--- src/rtl/reg_scoreboard.sv ---
// Register-hazard scoreboard beside ID: tracks in-flight load and
// multi-cycle destinations and stalls ID when no forward can cover it.
module reg_scoreboard #(
  parameter int REG_W = 5,
  parameter int CNT_W = 32
) (
  input  logic             clk,
  input  logic             rst_n,
  input  logic [REG_W-1:0] rs1_id,
  input  logic [REG_W-1:0] rs2_id,
  input  logic             use_rs1,
  input  logic             use_rs2,
  input  logic             issue_valid,
  input  logic [REG_W-1:0] issue_rd,
  input  logic             issue_regwrite,
  input  logic             issue_is_load,
  input  logic             issue_is_mc,
  input  logic             mc_done,
  input  logic [REG_W-1:0] mc_rd,
  output logic             stall,
  output logic             mc_busy,
  output logic [CNT_W-1:0] stall_cnt
);

  localparam int NREG = 1 << REG_W;
  localparam logic [CNT_W-1:0] ONE = {{(CNT_W-1){1'b0}}, 1'b1};

  logic [NREG-1:0] load_pend;
  logic [NREG-1:0] mc_pend;
  logic [NREG-1:0] load_nxt;
  logic [NREG-1:0] mc_nxt;

  logic rs1_ok;
  logic rs2_ok;
  logic rd_ok;
  logic raw_ld;
  logic raw_mc;
  logic waw_mc;
  logic str_mc;
  logic iss;
  logic trk;

  assign rs1_ok = use_rs1 & (rs1_id != '0);
  assign rs2_ok = use_rs2 & (rs2_id != '0);
  assign rd_ok  = issue_regwrite & (issue_rd != '0);

  assign raw_ld = (rs1_ok & load_pend[rs1_id])
                | (rs2_ok & load_pend[rs2_id]);
  assign raw_mc = (rs1_ok & mc_pend[rs1_id])
                | (rs2_ok & mc_pend[rs2_id]);
  assign waw_mc = issue_valid & rd_ok & mc_pend[issue_rd];
  assign str_mc = issue_valid & issue_is_mc & mc_busy;

  assign stall = raw_ld | raw_mc | waw_mc | str_mc;
  assign iss   = issue_valid & ~stall;
  assign trk   = iss & rd_ok;

  // Load pendency lasts one cycle; a new issue wins over a same-edge clear.
  always_comb begin
    load_nxt = '0;
    mc_nxt   = mc_pend;
    if (mc_done) begin
      mc_nxt[mc_rd] = 1'b0;
    end
    if (trk) begin
      if (issue_is_mc) begin
        mc_nxt[issue_rd] = 1'b1;
      end else if (issue_is_load) begin
        load_nxt[issue_rd] = 1'b1;
      end
    end
    load_nxt[0] = 1'b0;
    mc_nxt[0]   = 1'b0;
  end

  always_ff @(posedge clk or negedge rst_n) begin
    if (!rst_n) begin
      load_pend <= '0;
      mc_pend   <= '0;
      mc_busy   <= 1'b0;
      stall_cnt <= '0;
    end else begin
      load_pend <= load_nxt;
      mc_pend   <= mc_nxt;
      mc_busy   <= (mc_busy & ~mc_done) | (trk & issue_is_mc);
      if (stall && !(&stall_cnt)) begin
        stall_cnt <= stall_cnt + ONE;
      end
    end
  end

endmodule

--- config.mk ---
export PLATFORM = sky130hd
export DESIGN_NAME = reg_scoreboard
export DESIGN_NICKNAME = d
export VERILOG_FILES = /design/src/rtl/reg_scoreboard.sv
export SDC_FILE = /design/constraint.sdc
export NUM_CORES = 1
export LEC_CHECK = 0
export ABC_AREA = 1
export BUFFER_PORTS_ARGS = -buffer_cell sky130_fd_sc_hd__clkbuf_2
export CELL_PAD_IN_SITES_DETAIL_PLACEMENT = 0
export CELL_PAD_IN_SITES_GLOBAL_PLACEMENT = 1
export CORE_UTILIZATION = 43
export DETAILED_ROUTE_END_ITERATION = 12
export PLACE_DENSITY = 0.91
export SLEW_MARGIN = 40
export SYNTH_ARGS = -nofsm -noshare
export SYNTH_HDL_FRONTEND = slang
export SYNTH_SLANG_ARGS = --single-unit
--- constraint.sdc ---
create_clock -name clk -period 2.4 [get_ports clk]
set_clock_uncertainty 0.15 [all_clocks]
set_input_delay 0.36 -clock clk [delete_from_list [all_inputs] [get_ports clk]]
set_output_delay 0.36 -clock clk [all_outputs]
set_load 0.05 [all_outputs]
==> impl_metrics.toml <==
[final_layout]
antenna_cells_inserted = 0
final-instance-count-excl-fill = 1288
area_growth_pct = 20.5
drive_gt1_share_pct = 18.8
num-fill-cells = 1438
final_core_utilization_pct = 53.8
finalNetCount = 1131
post-route-cell-area_mm2 = 0.00791

[logic_synthesis]
post_synth_instance_area_mm2 = 0.00656
postSynthNetCount = 1025
synthesis.instances = 995
compound_gate_fraction_of_synth_area_pct = 7.38
synth_mux_area_share_pct = 0
ys.warnings.count = 0
yosys_register_bits = 95
synthDominantAreaCellType = "sky130_fd_sc_hd__dfrtp_1"
synth_largest_type_area_fraction_pct = 36.2
post_synth_and_or_nand_nor_area_fraction_pct = 43.0
synthesis.area_per_instance_um2 = 6.60
synthAdderAreaFrac_pct = 0.191
synth-seq-area-share_pct = 36.2
synth_xor_area_share_pct = 3.87
synthDistinctLibCells = 34
synth_top_family_by_area = "simple AND/OR/NAND/NOR gates"
netlist_top_cells_area = "sky130_fd_sc_hd__dfrtp_1 36%, sky130_fd_sc_hd__nand2_1 21%, sky130_fd_sc_hd__nand3_1 10%"

[route]
drt_first_pass_iters = 10
antenna_violating_nets_post_route = 0
via_per_inst = 5.44
drt_first_iter_violations = 559
post-route-drc-count = 3
vias = 7002
post_drt_wl_per_cell_um = 16.5
drt-total-wl_um = 21200

[place]
dp.final_hpwl_um = 16000
dpl-instance-area_mm2 = 0.00748
place.port_buffers = 62
dp.cells = 1270
globalplace.congestion = 0.952

[worst_hold_path]
hold_path.startpoint = "issue_is_mc"
holdPathStages = 3
worstHoldPathType = "primary input to flip-flop"
worst_hold_path.endpoint = "mc_busy$_DFF_PN0_"

[global_routing]
via_count_of_the_first_global_routing_pass = 6627
grt_start_max_net_pins = 42
first_pass_grt_wire_length_um = 34400
grt_antenna_before_repair = 0
grt_usage_pct = 28.0
grt-ovfl-total = 0

[worst_setup_path]
worstSetupEndpointType = "output port"
cell_family_contributing_the_most_delay_on_the_critical_path = "simple AND/OR/NAND/NOR gates"
regToRegSetupSlack_ps = -70
path_buf_inv = 1
timing.critical_path.cells = "nand2_2 > nand2_2 > nand2_1 > nand2_1 > nand2_1 > nand2_1 > nor2_2 > nand2_2 > a21oi_4 > nand3_4 > clkbuf_16"
crit_arrival_ps = 1960
rr_startpoint = "mc_pend[26]$_DFF_PN0_"
timing.rr.end = "load_pend[3]$_DFF_PN0_"
critical_path.max_fanout = 4
worst_ep_required_time_ps = 1890
rr_worst_depth = 15
timing_worst_setup_path_type = "flip-flop to output port"
cpMostUsedCell = "sky130_fd_sc_hd__nand2_1"
cpMaxStageDelayCell = "sky130_fd_sc_hd__dfrtp_2"
worst_setup_path_start_kind = "flip-flop"
max_stage_delay_ps = 470

[clock_network]
tritoncts = "done"
worst_setup_hold_path_clk_slew_ps = 60
insertion_delay_ps = 350
cts.htree.levels = 3
clock-sinks = 95
clock_path_buffers = 2
clock_tree.root_cell = "sky130_fd_sc_hd__clkbuf_16"
cts_made_buffers = 9

[floorplan]
starting_utilization_of_the_core_area_pct = 44.7
std_cell_rows = 44
core_area_mm2 = 0.0147
full_die_area_mm2 = 0.0158
die_x_um = 126
ioPinCount = 63
die_y_um = 126

[timing]
finalHoldViolCount = 0
rsz_0062_raised_after_global_routing = "true"
setup_ws_ps = -71.9
final_min_period_over_clock_period_pct = 103
setup_viol = 30
max_freq_ghz = 0.405
maxSlewHeadroom_pct = 58.1
worst_pin_slew_ps = 624
min_period_ps = 2470
finalSetupTns_ps = -810
drv_slew = 0

[power_and_ir_drop]
power.static_leakage_uw = 0.00415
power.switching_uw = 2170
power_frac_seq_pct = 36.2
switching_share_pct = 38.3
power.density_mw_per_mm2 = 715
vdd.ir_drop.worst_v = 0.000583
share_clk_of_total_power_pct = 26.6
comb_power_share_pct = 37.3
cellInternalPower_uw = 3490

[outcome]
violations_in_the_final_reports = "design-rule violations, negative setup slack"
outcome = "complete, but fails checks"

[job]
max_cap_violations = 0
[registers in the layout (all words and copies together), names as in the netlist]
| signal | count |
|---|---|
| mc_busy | 1 |
| mc_pend | 31 |
| stall_cnt | 32 |
| load_pend | 31 |
[final cells by class]
cell class	count	area [um^2]	share of cell area, %
inverter	104	392	4.95
tap	184	230	2.91
sequential	95	2380	30.1
clock inverter	4	72.6	0.917
timing repair buffer	132	972	12.3
clock buffer	10	229	2.89
multi-input combinational	759	3630	45.9
[per-layer routing]
layer	routed length, um	GRT usage (%)	vias up
li1	-	-	3380
met1	9200	37.4	3233
met2	9720	44.6	318
met3	1420	3.04	71
met4	883	15.1	0
met5	0	0	-
[worst min-delay path: stages]
cell                       delay (ps)
sky130_fd_sc_hd__clkbuf_2         120
sky130_fd_sc_hd__nand3_1           90
sky130_fd_sc_hd__nand2_1           50
[cells by family (layout without fill, tap and decap cells)]
logic type,after synthesis,in the layout
AO/OA/AOI/OAI,84,84
XOR/XNOR,29,29
adder cells (fa/ha/maj),1,1
buffers and inverters,141,250
flip-flops,95,95
AND/OR/NAND/NOR,645,645
[metrics by stage]
stage	setup slack [ps]	hold WS (ps)	total power, uW
detailed placement	-167	204	4060
global placement	-167	206	4050
floorplan	68.5	-85.6	3370
CTS	-61.2	147	5620
finish	-71.9	154	5660
global route	-123	178	5990
[power groups by stage]
stage | sequential [uW] | combinational, uW | clock [uW]
6_report | 2050 | 2110 | 1500
3_5_place_dp | 2060 | 2000 | 0
3_3_place_gp | 2060 | 1990 | 0
2_1_floorplan | 2170 | 1200 | 0
4_1_cts | 2030 | 2060 | 1530
5_1_grt | 2070 | 2330 | 1590
[worst max path at each step]
stage,startpoint,slack (ps),cells past startpoint,end
2_1_floorplan,stall_cnt[2]$_DFFE_PN0P_,70,11,stall_cnt[26]$_DFFE_PN0P_
3_3_place_gp,issue_rd[0],-170,15,load_pend[1]$_DFF_PN0_
3_5_place_dp,issue_rd[0],-170,15,load_pend[11]$_DFF_PN0_
4_1_cts,mc_pend[26]$_DFF_PN0_,-60,11,stall
5_1_grt,mc_pend[26]$_DFF_PN0_,-120,15,load_pend[14]$_DFF_PN0_
6_report,mc_pend[26]$_DFF_PN0_,-70,11,stall
[synth_stat cells (all sizes together)]
master / number
nor3: 30
or2: 1
inv: 103
o21ai: 29
nand3b: 1
nand2: 361
a21boi: 1
clkinv: 1
nor2: 92
dfrtp: 95
o211ai: 3
a21oi: 31
nand3: 139
xnor2: 8
o21bai: 20
clkbuf: 5
xor2: 21
nand4: 10
nor4: 10
and3: 1
ha: 1
buf: 32
[cell usage in the layout (no fill, tap or decap), drive strengths merged]
master / Yosys / final
nand2: 361 / 361
nand3: 139 / 139
inv: 103 / 103
dfrtp: 95 / 95
nor2: 92 / 92
clkbuf: 5 / 71
buf: 32 / 70
a21oi: 31 / 31
nor3: 30 / 30
o21ai: 29 / 29
xor2: 21 / 21
o21bai: 20 / 20
nand4: 10 / 10
nor4: 10 / 10
xnor2: 8 / 8
o211ai: 3 / 3
clkinv: 1 / 2
bufinv: 0 / 2
a21boi: 1 / 1
or2: 1 / 1
and3: 1 / 1
nand3b: 1 / 1
ha: 1 / 1
clkinvlp: 0 / 1
dlygate4sd3: 0 / 1
[repair_timing]
item | 4_1_cts | 5_1_grt
buffers inserted | 2 | 1
setup endpoints to repair | 1 | 88
hold endpoints to repair | 32 | 0
resized for setup | 9 | 18
pin swaps | 8 | 6
hold buffers | 1 | 0
Note: power is estimated with default switching activity, not from simulation.
